<file path="src/rtl/debouncer_pkg.sv">
`default_nettype none
// ============================================================================
// Module   : debouncer_pkg
// Brief    : Shared state encoding and default qualification length.
// Revision : 1.0
// ============================================================================
package debouncer_pkg;

   // 10 ms at a 12 MHz clock.
   localparam int unsigned c_stable_cycles_dflt = 120000;

   typedef enum logic [1:0] {
      STABLE_LO = 2'd0,
      WAIT_HI   = 2'd1,
      STABLE_HI = 2'd2,
      WAIT_LO   = 2'd3
   } dbnc_state_e;

endpackage : debouncer_pkg
`default_nettype wire

</file>
<file path="src/rtl/debouncer.sv">
`default_nettype none
// ============================================================================
// Module   : debouncer
// Brief    : Accepts a new level after StableCycles consecutive differing
//            samples; emits one-cycle rise/fall pulses on accepted changes.
// Revision : 1.0
// ============================================================================
module debouncer
   import debouncer_pkg::*;
#(
   parameter int unsigned StableCycles = c_stable_cycles_dflt,
   parameter logic        InitialValue = 1'b1
) (
   input  logic clk_i,
   input  logic rst_i,
   input  logic sig_i,
   output logic level_o,
   output logic rise_o,
   output logic fall_o
);

   if (StableCycles < 2) begin : g_bad_stable_cycles
      $error("debouncer: StableCycles must be >= 2");
   end

   localparam int unsigned          c_CNT_W     = $clog2(StableCycles);
   localparam logic [c_CNT_W-1:0]   c_CNT_ONE   = c_CNT_W'(1);
   localparam logic [c_CNT_W-1:0]   c_CNT_LAST  = c_CNT_W'(StableCycles - 1);
   localparam dbnc_state_e          c_RST_STATE = InitialValue ? STABLE_HI : STABLE_LO;

   dbnc_state_e          r_state;
   dbnc_state_e          w_state_next;
   logic [c_CNT_W-1:0]   r_count;
   logic [c_CNT_W-1:0]   w_count_next;
   logic                 r_level;
   logic                 w_level_next;
   logic                 r_rise;
   logic                 w_rise_next;
   logic                 r_fall;
   logic                 w_fall_next;

   always_ff @(posedge clk_i or posedge rst_i) begin
      if (rst_i) begin
         r_state <= c_RST_STATE;
         r_count <= '0;
         r_level <= InitialValue;
         r_rise  <= 1'b0;
         r_fall  <= 1'b0;
      end else begin
         r_state <= w_state_next;
         r_count <= w_count_next;
         r_level <= w_level_next;
         r_rise  <= w_rise_next;
         r_fall  <= w_fall_next;
      end
   end

   // The first differing sample already counts as one, so the change lands
   // on the StableCycles-th consecutive differing sample.
   always_comb begin
      w_state_next = r_state;
      w_count_next = r_count;
      w_rise_next  = 1'b0;
      w_fall_next  = 1'b0;
      case (r_state)
         STABLE_LO: begin
            if (sig_i) begin
               w_state_next = WAIT_HI;
               w_count_next = c_CNT_ONE;
            end
         end
         WAIT_HI: begin
            if (!sig_i) begin
               w_state_next = STABLE_LO;
               w_count_next = '0;
            end else if (r_count == c_CNT_LAST) begin
               w_state_next = STABLE_HI;
               w_count_next = '0;
               w_rise_next  = 1'b1;
            end else begin
               w_count_next = r_count + c_CNT_ONE;
            end
         end
         STABLE_HI: begin
            if (!sig_i) begin
               w_state_next = WAIT_LO;
               w_count_next = c_CNT_ONE;
            end
         end
         WAIT_LO: begin
            if (sig_i) begin
               w_state_next = STABLE_HI;
               w_count_next = '0;
            end else if (r_count == c_CNT_LAST) begin
               w_state_next = STABLE_LO;
               w_count_next = '0;
               w_fall_next  = 1'b1;
            end else begin
               w_count_next = r_count + c_CNT_ONE;
            end
         end
         default: begin
            w_state_next = c_RST_STATE;
            w_count_next = '0;
         end
      endcase
   end

   assign w_level_next = (w_state_next == STABLE_HI) || (w_state_next == WAIT_LO);

   assign level_o = r_level;
   assign rise_o  = r_rise;
   assign fall_o  = r_fall;

endmodule : debouncer
`default_nettype wire

</file>
<file path="config.mk">
export PLATFORM = sky130hd
export DESIGN_NAME = debouncer
export DESIGN_NICKNAME = d
export VERILOG_FILES = /design/src/rtl/debouncer_pkg.sv /design/src/rtl/debouncer.sv
export SDC_FILE = /design/constraint.sdc
export NUM_CORES = 1
export LEC_CHECK = 0
export CAP_MARGIN = 10
export CORE_UTILIZATION = 51
export DETAILED_ROUTE_END_ITERATION = 8
export PLACE_DENSITY = 0.77
export SLEW_MARGIN = 20
export SYNTH_ARGS = -nofsm -noshare
export SYNTH_HDL_FRONTEND = slang
export SYNTH_SLANG_ARGS = --single-unit
export TNS_END_PERCENT = 10
</file>
<file path="constraint.sdc">
create_clock -name clk_i -period 2.45 [get_ports clk_i]
set_input_delay 0.49 -clock clk_i [delete_from_list [all_inputs] [get_ports clk_i]]
set_output_delay 0.49 -clock clk_i [all_outputs]
set_load 0.02 [all_outputs]
</file>
Word-level counts from Yosys, hierarchy flattened
Index checks and enable logic that the tools add are counted.
- bits in registers: 22
- logic and storage cells: 35
- output and inout bits: 3
- reductions and logical operators: 3
- muxes and demuxes: 18
- $add $sub $neg: 1
- equal/unequal tests: 8
- operator list (operator ; count):
    $mux 17 ; 5
    $pmux 17 s4 ; 1
    $add 17x1->17 const B ; 1
    $eq 17x17->1 const B ; 1
    $mux 2 ; 6
    $eq 2x2->1 const B ; 4
    $pmux 2 s4 ; 1
    $mux 1 ; 5
    $ne 2x2->1 const B ; 2
    $eq 2x1->1 const B ; 1
    $logic_not 2->1 ; 1
    $reduce_and 2->1 ; 1
    $logic_or 1x1->1 ; 1

Longest topological paths before layout
- word-level depth: 6
- mapped depth: 7
- gate-level depth less buffers: 6

Worst setup path before layout
Ideal clock, no wire load.
- path type: register -> register
- from: register, netlist name level_o
- to: register r_count[9]
- arrival: 1.753 ns
- library setup time: 0.078 ns
- setup slack: 0.619 ns
- period minus slack after synthesis: 1.831 ns
- cell stages (with the launch flop): 7
- cells stage by stage: dfstp_2 xor2_2 nand2_2 or2_0 buf_2 o41ai_2 o21bai_1
- RTL lines (element ; RTL line ; text):
    to (signal assigned) ; debouncer.sv:51 ; r_count <= w_count_next;
    to (decl) ; debouncer.sv:33 ; logic [c_CNT_W-1:0] r_count;

Final worst setup path
- from: input port sig_i
- to: register r_count[9]
- longest elaborated chain between the ends: 2
- RTL lines (element ; RTL line ; text):
    from (decl) ; debouncer.sv:16 ; input logic sig_i,
    $mux 17, or another cell as far along ; debouncer.sv:91 ; if (sig_i) begin
    $pmux 17 s4 or $reduce_and 2->1 (tied branches) ; -- ;
Several ways; a longest one is shown, not always the timed one.
A chain may end at the register's enable or synchronous reset.

==> metrics.log <==
[metrics] status: complete, no violations
[metrics] antenna diode count: 0
[metrics] combinational family with the most area after synthesis: simple AND/OR/NAND/NOR gates
[metrics] Total Die Area: between 2000 and 2500 um2
[metrics] last weighted congestion value of the routability-driven placer: between 0.8 and 0.9
[metrics] setup tns final: 0 ns
[metrics] Layout Nets: around 140
[metrics] max-cap check violation count: 0
[metrics] Worst-Skew Late Latency: 0.31 ns
[metrics] Slew HR: 0.443
[metrics] Reg clk slew, reported paths: 0.11 ns
[metrics] relative area change from synthesis to final layout: 9.08%
[metrics] library cells used by synthesis: 40
[metrics] TritonCTS clock tree: yes
[metrics] cell with the biggest individual delay on the critical path: sky130_fd_sc_hd__clkdlybuf4s50_1
[metrics] Sw Share: 0.275
[metrics] adder-cell share of the synthesized area: 0.0107
[metrics] detailed placer's ending HPWL: 1820 um
[metrics] share of layout cells above drive strength 1: 0.102
[metrics] share of total power in sequential cells: 0.604
[metrics] peak per-stage delay on the critical path: approximately 0.57 ns
[metrics] Internal Dissipation: 456 uW
[metrics] number of iterations in the first detailed-routing pass: 4
[metrics] transition at the pin with the smallest max-transition slack: 0.833 ns
[metrics] floorplan die height: 49.9 um
[metrics] number of CTS-inserted buffers: 3
[metrics] number of max-slew violations in the final report: 0
[metrics] xor-xnor portion of the synthesized cell area: 0.0214
[metrics] Leakage Power: approximately 0.00047 uW
[metrics] cells after synthesis: 131
[metrics] share of cell area taken by muxes after synthesis: 0.0182
[metrics] sequential area share after synthesis: 0.450
[metrics] count of clock tree sinks: 21
[metrics] Fin. Hold Viols: 0
[metrics] part of the cycle the worst path needs: 0.864
[metrics] cell types occupying the most area after synthesis: sky130_fd_sc_hd__dfrtp_1 (43%), sky130_fd_sc_hd__nand2_1 (6.4%), sky130_fd_sc_hd__o21ai_0 (6.0%)
[metrics] type of the worst setup path: in -> reg
[metrics] share of synthesized registers carrying an async set or reset: 1.00
[metrics] number of buffers inserted by post-CTS setup repair: 0
[metrics] total power density per cell area: 493 nW/um2
[metrics] initial antenna violation count: 0
[metrics] Yosys reg bits: 21
[metrics] quantity of hold-fixing buffers added after cts: 0
[metrics] die width: ~50 um
[metrics] post_cts resized: 0
[metrics] number of core rows: 16
[metrics] maximum clock rate: 472 MHz
[metrics] compound-gate portion of the synthesized area: 0.186
[metrics] root buf cell: sky130_fd_sc_hd__clkbuf_4
[metrics] utilization after layout: 0.620
[metrics] DRT antenna net count: 0
[metrics] Post-synth EDFFs: 0
[metrics] Avg WL per Cell: approximately 15 um
[metrics] CP Data Required Time: about 2.7 ns
[metrics] detail-routed via count per cell: 6.25
[metrics] total wire length: 2490 um
[metrics] largest net degree at the start of global routing: 22
[metrics] post-route insts no fill: 164
[metrics] number of placed instances with taps included: 160
[metrics] proportion of netlist area held by the largest area contributor: 0.427
[metrics] first-pass GRT wire length: 4350 um
[metrics] cell chain of the critical path: clkdlybuf4s50_1 -> xor2_2 -> nand2_2 -> or2_0 -> o41ai_2 -> o21bai_1
[metrics] relative contribution of combinational cells to total power: 0.133
[metrics] summed instance area of the synthesized netlist: 1170 um2
[metrics] arrival time worst endpoint: 2.36 ns
[metrics] highest ir drop seen on vdd: 440 uV
[metrics] primary flip-flop cell chosen by synthesis mapping: sky130_fd_sc_hd__dfrtp_1
[metrics] basic-gate share of the synthesized area counting and, or, nand and nor cells: 0.282
[metrics] worst hold path class: reg -> reg
[metrics] vias after detailed routing: 1025
[metrics] global routing usage summed across all routing layers: 0.229
[metrics] net count of the mapped netlist: 135
[metrics] Initial DRC Count: 35
[metrics] mean post-synth cell area: 8.94 um2
[metrics] IO Pins: 6
[metrics] leading cell types in the layout, fill and taps excluded: sky130_fd_sc_hd__nand2_1 (20), sky130_fd_sc_hd__dfrtp_1 (20), sky130_fd_sc_hd__o21ai_0 (14)
[metrics] H-tree levels: 1
[metrics] net switching power of the design: ~170 uW
[metrics] Bufs on Longest Clock Path: 2
[metrics] maximum fanout encountered on the critical timing path: 7
[metrics] RSZ-0062 raised after global routing: false
[metrics] final worst path period need: 2.12 ns
[metrics] type of destination of the critical path: flip-flop
[metrics] number of setup violations in the final report: 0
[metrics] starting density of the core: 0.568
[metrics] vias in the first global route: ~960
[metrics] global route total overflow: 0
[metrics] skew final: 0.00339 ns
[metrics] clock power share: 0.263
[metrics] port bufs: 5
[metrics] number of remaining DRC errors: 0
[metrics] Yosys Warn Count: 0
[metrics] Core Area: 2060 um2
[metrics] cell type contributing the most total cell area after synthesis: sky130_fd_sc_hd__dfrtp_1
[metrics] critical path launch point type: input pin
[path summary, 6_finish.rpt]
kind	start	endpoint	slack [ns]	cells past startpoint
worst min register to register	r_count[15]$_DFFE_PP0P_	r_count[15]$_DFFE_PP0P_	0.55	1
worst max register to register	level_o$_DFF_PP1_	r_count[9]$_DFFE_PP0P_	0.48	5
max in group asynchronous	rst_i	r_count[3]$_DFFE_PP0P_	1.37	2
worst max-delay path	sig_i	r_count[9]$_DFFE_PP0P_	0.33	6
worst min-delay path	r_count[15]$_DFFE_PP0P_	r_count[15]$_DFFE_PP0P_	0.55	1
min in group asynchronous	rst_i	fall_o$_DFF_PP0_	0.61	2
[through the flow]
step	hold WS, ns	setup WS (ns)	instance area, um2	power (uW)
finish	0.545	0.333	1280	629
global route	0.559	0.232	1280	661
CTS	0.549	0.353	1280	636
detailed placement	0.533	0.0373	1250	469
global placement	0.511	0.123	1250	467
floorplan	0.465	0.619	1170	443
[synthesized netlist by cell type (all sizes together), types with 3 or more instances]
| cell type | count |
|---|---|
| a31oi | 3 |
| nor3 | 5 |
| a21oi | 6 |
| nand4 | 5 |
| nor2 | 8 |
| o21ai | 14 |
| inv | 3 |
| nor4 | 3 |
| buf | 3 |
| clkbuf | 3 |
| dfrtp | 20 |
| nand3 | 8 |
| nand2 | 21 |
[flip-flops by register name (all words and copies together) (netlist names)]
signal   flops
r_count     17
r_state      1
rise_o       1
fall_o       1
level_o      1
[power by group through the flow]
stage	sequential [uW]	combinational, uW	clock, uW
3_3_place_gp	385	82.7	0
2_1_floorplan	380	63.6	0
6_report	380	83.7	166
5_1_grt	382	97.3	182
4_1_cts	379	84.5	172
3_5_place_dp	386	83.3	0
[final cells by class]
| type | count | area [um2] |
|---|---|---|
| Tap cell | 27 | 33.8 |
| Clock buffer | 4 | 26.3 |
| Sequential cell | 21 | 527 |
| Inverter | 3 | 11.3 |
| Timing Repair Buffer | 8 | 72.6 |
| Multi-Input combinational cell | 101 | 607 |
| Fill cell | 189 | 785 |
[per-layer routing]
metal,GRT usage,share of wire,wire length [um]
met5,0,0,0
met4,0.0619,0.0056,14
met3,0.0586,0.058,144
met2,0.360,0.46,1150
met1,0.309,0.47,1180
[critical path: cells and delay by family]
family	cells	cell delay, ns
compound gates	2	0.48
xor+xnor	1	0.31
buf+inv	1	0.57
simple gates	2	0.51
[kinds of logic (layout without fill, tap and decap cells)]
kind of cell             count (synthesis)  after routing
AO/OA/AOI/OAI                           34             34
adder cells (fa/ha/maj)                  1              1
buffers and inverters                    9             15
AND/OR/NAND/NOR                         62             62
flip-flops                              21             21
multiplexers                             2              2
XOR/XNOR                                 2              2
No activity file was read; power rests on OpenSTA's default activity.
